### src/rtl/mlp_pkg.sv
// mlp_pkg: shared sizes, FSM state type and default Q8.8 network constants.
package mlp_pkg;
  localparam int W = 16;
  localparam int IN_N = 2;
  localparam int HID_N = 3;
  typedef enum logic [2:0] {IDLE, L1_MAC, L1_WB, L2_MAC, L2_WB, DONE} state_t;
  // Vectors are packed with element 0 in the least significant slot; W1 is row-major [j][k].
  localparam logic [IN_N*W-1:0] X = {16'h0200, 16'h0100};
  localparam logic [HID_N*IN_N*W-1:0] W1 = {16'hFF00, 16'hFF00, 16'h0080, 16'hFF00, 16'h0040, 16'h0080};
  localparam logic [HID_N*W-1:0] B1 = {16'h0000, 16'h0040, 16'h0000};
  localparam logic [HID_N*W-1:0] W2 = {16'h0100, 16'h0200, 16'h0100};
  localparam logic [W-1:0] B2 = 16'h0080;
endpackage

### src/rtl/mac_unit.sv
// mac_unit: signed multiply-accumulate with Q8.8 rescale and 16-bit saturation.
module mac_unit #(
  parameter int W = 16
) (
  input  logic                  clk,
  input  logic                  rst,
  input  logic                  load,
  input  logic                  mac,
  input  logic signed [2*W-1:0] init,
  input  logic signed [W-1:0]   a,
  input  logic signed [W-1:0]   b,
  output logic        [W-1:0]   res
);
  localparam logic signed [2*W-1:0] MAXV = {{(W+1){1'b0}}, {(W-1){1'b1}}};
  localparam logic signed [2*W-1:0] MINV = ~MAXV;
  logic signed [2*W-1:0] acc, prod, sh;
  assign prod = (2*W)'(a) * (2*W)'(b);
  assign sh = acc >>> 8;
  assign res = sh > MAXV ? MAXV[W-1:0] : sh < MINV ? MINV[W-1:0] : sh[W-1:0];
  always_ff @(posedge clk)
    if (rst) acc <= '0;
    else if (load) acc <= init;
    else if (mac) acc <= acc + prod;
endmodule

### src/rtl/top.sv
// top: sequential IN_N -> HID_N -> 1 MLP inference on constant operands.
// Define MLP_RELU_EN to apply ReLU on the hidden layer (identity otherwise).
module top #(
  parameter int W = mlp_pkg::W,
  parameter int IN_N = mlp_pkg::IN_N,
  parameter int HID_N = mlp_pkg::HID_N,
  parameter logic [IN_N*W-1:0] X_C = mlp_pkg::X,
  parameter logic [HID_N*IN_N*W-1:0] W1_C = mlp_pkg::W1,
  parameter logic [HID_N*W-1:0] B1_C = mlp_pkg::B1,
  parameter logic [HID_N*W-1:0] W2_C = mlp_pkg::W2,
  parameter logic [W-1:0] B2_C = mlp_pkg::B2
) (
  input  logic         clk,
  input  logic         rst,
  input  logic         run,
  output logic [W-1:0] out,
  output logic         finished
);
  import mlp_pkg::*;
  state_t state;
  logic [31:0] j, k;
  logic [HID_N*W-1:0] h;
  logic signed [2*W-1:0] init;
  logic signed [W-1:0] a, b;
  logic [W-1:0] res, act;
  logic load, mac;
  function automatic logic signed [2*W-1:0] q16(input logic [W-1:0] v);
    return {{W{v[W-1]}}, v} << 8;
  endfunction
`ifdef MLP_RELU_EN
  assign act = res[W-1] ? '0 : res;
`else
  assign act = res;
`endif
  // Bias for the next neuron (or the output layer) is preloaded on each writeback.
  assign load = (state == IDLE && run) || state == L1_WB;
  assign mac = state == L1_MAC || state == L2_MAC;
  assign init = state == IDLE ? q16(B1_C[W-1:0]) : j == HID_N - 1 ? q16(B2_C) : q16(B1_C[(j+1)*W +: W]);
  assign a = state == L2_MAC ? h[k*W +: W] : X_C[k*W +: W];
  assign b = state == L2_MAC ? W2_C[k*W +: W] : W1_C[(j*IN_N+k)*W +: W];
  mac_unit #(.W(W)) u_mac (
    .clk(clk), .rst(rst), .load(load), .mac(mac), .init(init), .a(a), .b(b), .res(res)
  );
  always_ff @(posedge clk)
    if (rst) begin
      state <= IDLE;
      j <= '0;
      k <= '0;
      h <= '0;
      out <= '0;
      finished <= 1'b0;
    end else if (!run) begin
      state <= IDLE;
      j <= '0;
      k <= '0;
      finished <= 1'b0;
    end else
      case (state)
        IDLE: begin
          state <= L1_MAC;
          j <= '0;
          k <= '0;
        end
        L1_MAC: begin
          k <= k + 1;
          if (k == IN_N - 1) state <= L1_WB;
        end
        L1_WB: begin
          h[j*W +: W] <= act;
          k <= '0;
          j <= j == HID_N - 1 ? '0 : j + 1;
          state <= j == HID_N - 1 ? L2_MAC : L1_MAC;
        end
        L2_MAC: begin
          k <= k + 1;
          if (k == HID_N - 1) state <= L2_WB;
        end
        L2_WB: begin
          out <= res;
          finished <= 1'b1;
          state <= DONE;
        end
        default: state <= DONE;
      endcase
endmodule

### config.mk
export PLATFORM = sky130hd
export DESIGN_NAME = top
export DESIGN_NICKNAME = d
export VERILOG_FILES = /design/src/rtl/mlp_pkg.sv /design/src/rtl/mac_unit.sv /design/src/rtl/top.sv
export SDC_FILE = /design/constraint.sdc
export NUM_CORES = 1
export LEC_CHECK = 0
export ABC_AREA = 1
export CAP_MARGIN = 20
export CORE_ASPECT_RATIO = 1.5
export CORE_UTILIZATION = 70
export CTS_CLUSTER_DIAMETER = 80
export DETAILED_ROUTE_END_ITERATION = 6
export GPL_TIMING_DRIVEN = 0
export PLACE_DENSITY = 0.87
export SLEW_MARGIN = 30
export SYNTH_ARGS = -nofsm -noshare
export SYNTH_HDL_FRONTEND = slang
export SYNTH_SLANG_ARGS = --single-unit
export TNS_END_PERCENT = 1
### constraint.sdc
create_clock -name clk -period 18 [get_ports clk]
set_input_delay 3.6 -clock clk [delete_from_list [all_inputs] [get_ports clk]]
set_output_delay 3.6 -clock clk [all_outputs]
set_load 0.01 [all_outputs]
==> results_tabular.tex <==
\begin{tabular}{lr}
\hline
Metric & Value \\
\hline
\multicolumn{2}{l}{\textbf{Route}} \\
WL per Instance & 17.4 um \\
First DRT Iteration DRCs & 1012 \\
Per-cell via count in the routed design & 5.71 \\
Number of vias in the routed layout & between 10000 and 15000 \\
Detailed Route WL & 44100 um \\
Count of TritonRoute iterations in the first routing pass & 7 \\
Antenna viol nets, final & 0 \\
Detailed-route DRC error count & 2 \\
\multicolumn{2}{l}{\textbf{Yosys}} \\
Cells after synthesis & 2116 \\
Post-synth top flop & sky130\_fd\_sc\_hd\_\_dfxtp\_1 \\
Post-Syn Area & 0.0151 sq mm \\
Asr flop ratio synth & 0\% \\
Most frequent cells after synthesis & sky130\_fd\_sc\_hd\_\_inv\_1, sky130\_fd\_sc\_hd\_\_nand2\_1, sky130\_fd\_sc\_hd\_\_nor2\_1 \\
Top-area cell type share of the netlist area & approximately a fifth \\
Synthesis warning total & 0 \\
Most frequent cell after synthesis & sky130\_fd\_sc\_hd\_\_inv\_1 \\
Number of distinct library cells after synthesis & 50 \\
Post-synth top area cell & sky130\_fd\_sc\_hd\_\_dfxtp\_1 \\
Number of enable-type register cells in the synthesized netlist & 0 \\
Average instance area after synthesis & 7.13 sq um \\
Proportion of synthesized chip area in sequential cells & 21.0\% \\
Most area-consuming cells after synthesis & sky130\_fd\_sc\_hd\_\_dfxtp\_1, sky130\_fd\_sc\_hd\_\_fa\_1, sky130\_fd\_sc\_hd\_\_inv\_1, sky130\_fd\_sc\_hd\_\_nand2\_1, sky130\_fd\_sc\_hd\_\_ha\_1 \\
\#FFs+latches synth & between 150 and 200 \\
\multicolumn{2}{l}{\textbf{Timing}} \\
Final hold violation count & 0 \\
Max-slew headroom & approximately two fifths \\
Post-route clock period utilization & between 50\% and 60\% \\
Final count of negative-setup-slack endpoints & 0 \\
Achievable frequency & around 110 MHz \\
Tmin final & 9.03 ns \\
Layout Skew & 0.0176 ns \\
Final setup slack of the worst path & 8.97 ns \\
Unrepaired setup endpoints after global routing & false \\
Worst slew pin tran & approximately 0.89 ns \\
Setup TNS after final layout & 0 ns \\
Count of pins over their slew limit & 0 \\
\multicolumn{2}{l}{\textbf{GRT}} \\
Global-route congestion overflow total & 0 \\
Maximum number of pins on one net before global-route repair & 17 \\
Number of global-route vias before repair & 14900 \\
GR Util All Layers & 42.0\% \\
Number of antenna violations at the first check in global routing & 1 \\
Wire length of the first global-routing pass & 70500 um \\
\multicolumn{2}{l}{\textbf{Pwr}} \\
Static Leak & 8.43 nW \\
Max VDD drop & 0.188 mV \\
Power Dens Cells & 132 mW/mm\^{}2 \\
\multicolumn{2}{l}{\textbf{Clocking}} \\
Latest clock arrival within the worst-skew pair & 0.46 ns \\
Clock-pin slew on the worst setup and hold paths & 0.07 ns \\
Number of buffers on the longest clock path & 2 \\
CTS tree & yes \\
Number of sinks driven by the clock tree & 158 \\
Clock tree root buffer cell & sky130\_fd\_sc\_hd\_\_clkbuf\_16 \\
Clock buffer count from CTS & 17 \\
H-tree depth & 4 \\
\# Post-CTS Setup Buffers & 0 \\
CTS-repair resized insts & 0 \\
Number of buffers added to fix hold violations after cts & 0 \\
\multicolumn{2}{l}{\textbf{Layout}} \\
Share of post-route cells with drive strength above 1 & 4.06\% \\
Post-route non-filler standard cell count & 2535 \\
Register area & $\sim$0.0032 sq mm \\
Post-route design area & 0.0166 sq mm \\
Net total in the final layout & 2510 \\
Relative area change from synthesis to final layout & 9.86\% \\
Area of combinational cells with multiple inputs & a little over 0.01 sq mm \\
Diodes inserted & 0 \\
Number of inserted filler cells in the final layout & 1428 \\
\multicolumn{2}{l}{\textbf{Floorplanning}} \\
DIE WIDTH & $\sim$120 um \\
Starting density of the core & 71.6\% \\
DIE AREA & approximately 0.022 sq mm \\
Core box area & 0.0211 sq mm \\
Number of ports placed on the die boundary & 20 \\
Number of rows created at floorplan & 65 \\
Die height & 182 um \\
\multicolumn{2}{l}{\textbf{Placed design}} \\
Port-buffer cells & 18 \\
Area after detailed placement & 0.0160 sq mm \\
Half-perimeter wire length after placement & 34800 um \\
GP Congestion & 0.968 \\
Pre-CTS setup slack & approximately 9.4 ns \\
Number of placed instances with taps included & 2504 \\
\multicolumn{2}{l}{\textbf{Setup path}} \\
Largest fanout on the critical path & 11 \\
Arrival time worst endpoint & 9.35 ns \\
Critical path type & flop to flop \\
Bufs and invs on worst path & 9 \\
Delay contributed by the slowest stage of the critical path & between 0.5 and 0.6 ns \\
Depth of the most critical reg-to-reg path & 34 \\
Worst setup EP type & flop \\
WP depth & 34 \\
Critical path launch point type & flop \\
Library cell contributing the largest single delay on the critical path & sky130\_fd\_sc\_hd\_\_fa\_1 \\
Data required time of the worst path & 18.32 ns \\
Cell family with most CP delay & adder cells \\
\multicolumn{2}{l}{\textbf{Outcome}} \\
Outcome & finished with violations \\
Violations in the final reports & DRC \\
\multicolumn{2}{l}{\textbf{Flow run}} \\
Max-capacitance violation count & 0 \\
\multicolumn{2}{l}{\textbf{Min path}} \\
Count of cells along the worst hold path & 2 \\
Min-Delay Path Class & flop to flop \\
\hline
\end{tabular}
[layout by cell type, fill, tap and decap left out, types with 6 or more instances in the layout]
| cell | count |
|---|---|
| sky130_fd_sc_hd__inv_1 | 446 |
| sky130_fd_sc_hd__nand2_1 | 418 |
| sky130_fd_sc_hd__nor2_1 | 242 |
| sky130_fd_sc_hd__dfxtp_1 | 158 |
| sky130_fd_sc_hd__fa_1 | 151 |
| sky130_fd_sc_hd__o21ai_0 | 104 |
| sky130_fd_sc_hd__conb_1 | 104 |
| sky130_fd_sc_hd__ha_1 | 101 |
| sky130_fd_sc_hd__a21oi_1 | 99 |
| sky130_fd_sc_hd__nand3_1 | 71 |
| sky130_fd_sc_hd__nor3_1 | 52 |
| sky130_fd_sc_hd__clkbuf_1 | 40 |
| sky130_fd_sc_hd__nand4_1 | 37 |
| sky130_fd_sc_hd__xor2_1 | 25 |
| sky130_fd_sc_hd__nor4_1 | 19 |
| sky130_fd_sc_hd__clkdlybuf4s50_1 | 18 |
| sky130_fd_sc_hd__o21bai_1 | 17 |
| sky130_fd_sc_hd__clkbuf_16 | 17 |
| sky130_fd_sc_hd__nor2_2 | 12 |
| sky130_fd_sc_hd__buf_2 | 11 |
| sky130_fd_sc_hd__a22oi_1 | 10 |
| sky130_fd_sc_hd__o211ai_1 | 8 |
| sky130_fd_sc_hd__o22ai_1 | 8 |
| sky130_fd_sc_hd__or2_2 | 8 |
| sky130_fd_sc_hd__a211oi_1 | 8 |
| sky130_fd_sc_hd__xnor2_1 | 6 |
[metal layers]
layer | share of wire, % | GRT usage [%] | vias up
met5 | 0.025 | 0 | -
met4 | 11 | 39.5 | 2
met3 | 6.3 | 8.35 | 286
met2 | 50 | 74.7 | 658
met1 | 32 | 39.0 | 6770
li1 | - | - | 6754
[cell type report]
cell class,count,share of cell area (%)
Clock buffer,20,2.75
Clock inverter,11,0.785
Multi-Input combinational cell,1550,62.4
Timing Repair Buffer,18,1.09
Inverter,452,10.2
Sequential cell,158,19.1
Buffer,58,1.63
Tap cell,268,2.02
[per-stage QoR]
| stage | power (mW) | hold WS (ns) | util (%) |
|---|---|---|---|
| 2_1_floorplan | 1.42 | 0.441 | - |
| 3_3_place_gp | 1.71 | 0.448 | 75.9 |
| 3_5_place_dp | 1.77 | 0.457 | 75.9 |
| 6_report | 2.18 | 0.468 | 78.7 |
| 4_1_cts | 2.14 | 0.467 | 78.7 |
| 5_1_grt | 2.38 | 0.506 | 78.7 |
[path summary, 6_finish.rpt]
| path | startpoint | to | slack [ns] |
|---|---|---|---|
| max | k[1] | u_mac.acc[27] | 8.97 |
| min | u_mac.acc[7] | u_mac.acc[7] | 0.47 |
| max reg2reg | k[1] | u_mac.acc[27] | 8.97 |
| min reg2reg | u_mac.acc[7] | u_mac.acc[7] | 0.47 |
[registers in the layout (all words and copies together), names as in the netlist]
name       flops
h             48
j             32
k             32
u_mac.acc     26
out           16
state          3
finished       1
[tightest hold or removal path, stage by stage (launching register included)]
cell                      delay, ns
sky130_fd_sc_hd__dfxtp_1       0.32
sky130_fd_sc_hd__nand2_1       0.06
sky130_fd_sc_hd__a21oi_1       0.05
[cells by family after synthesis]
kind of cell,share of synthesized area (%)
flip-flops,21.0
other,0.0498
adder cells (fa/ha/maj),28.4
AND/OR/NAND/NOR,25.3
AO/OA/AOI/OAI,10.4
buffers and inverters,13.0
XOR/XNOR,1.80
[report_power, final]
| part | total (mW) | internal (mW) | switching [mW] | leakage [nW] |
|---|---|---|---|---|
| registers | 0.395 | 0.369 | 0.0254 | 1.28 |
| clock network | 0.374 | 0.212 | 0.162 | 0.288 |
| logic | 1.41 | 0.478 | 0.935 | 6.87 |
Power figures use the tool's default switching activity.
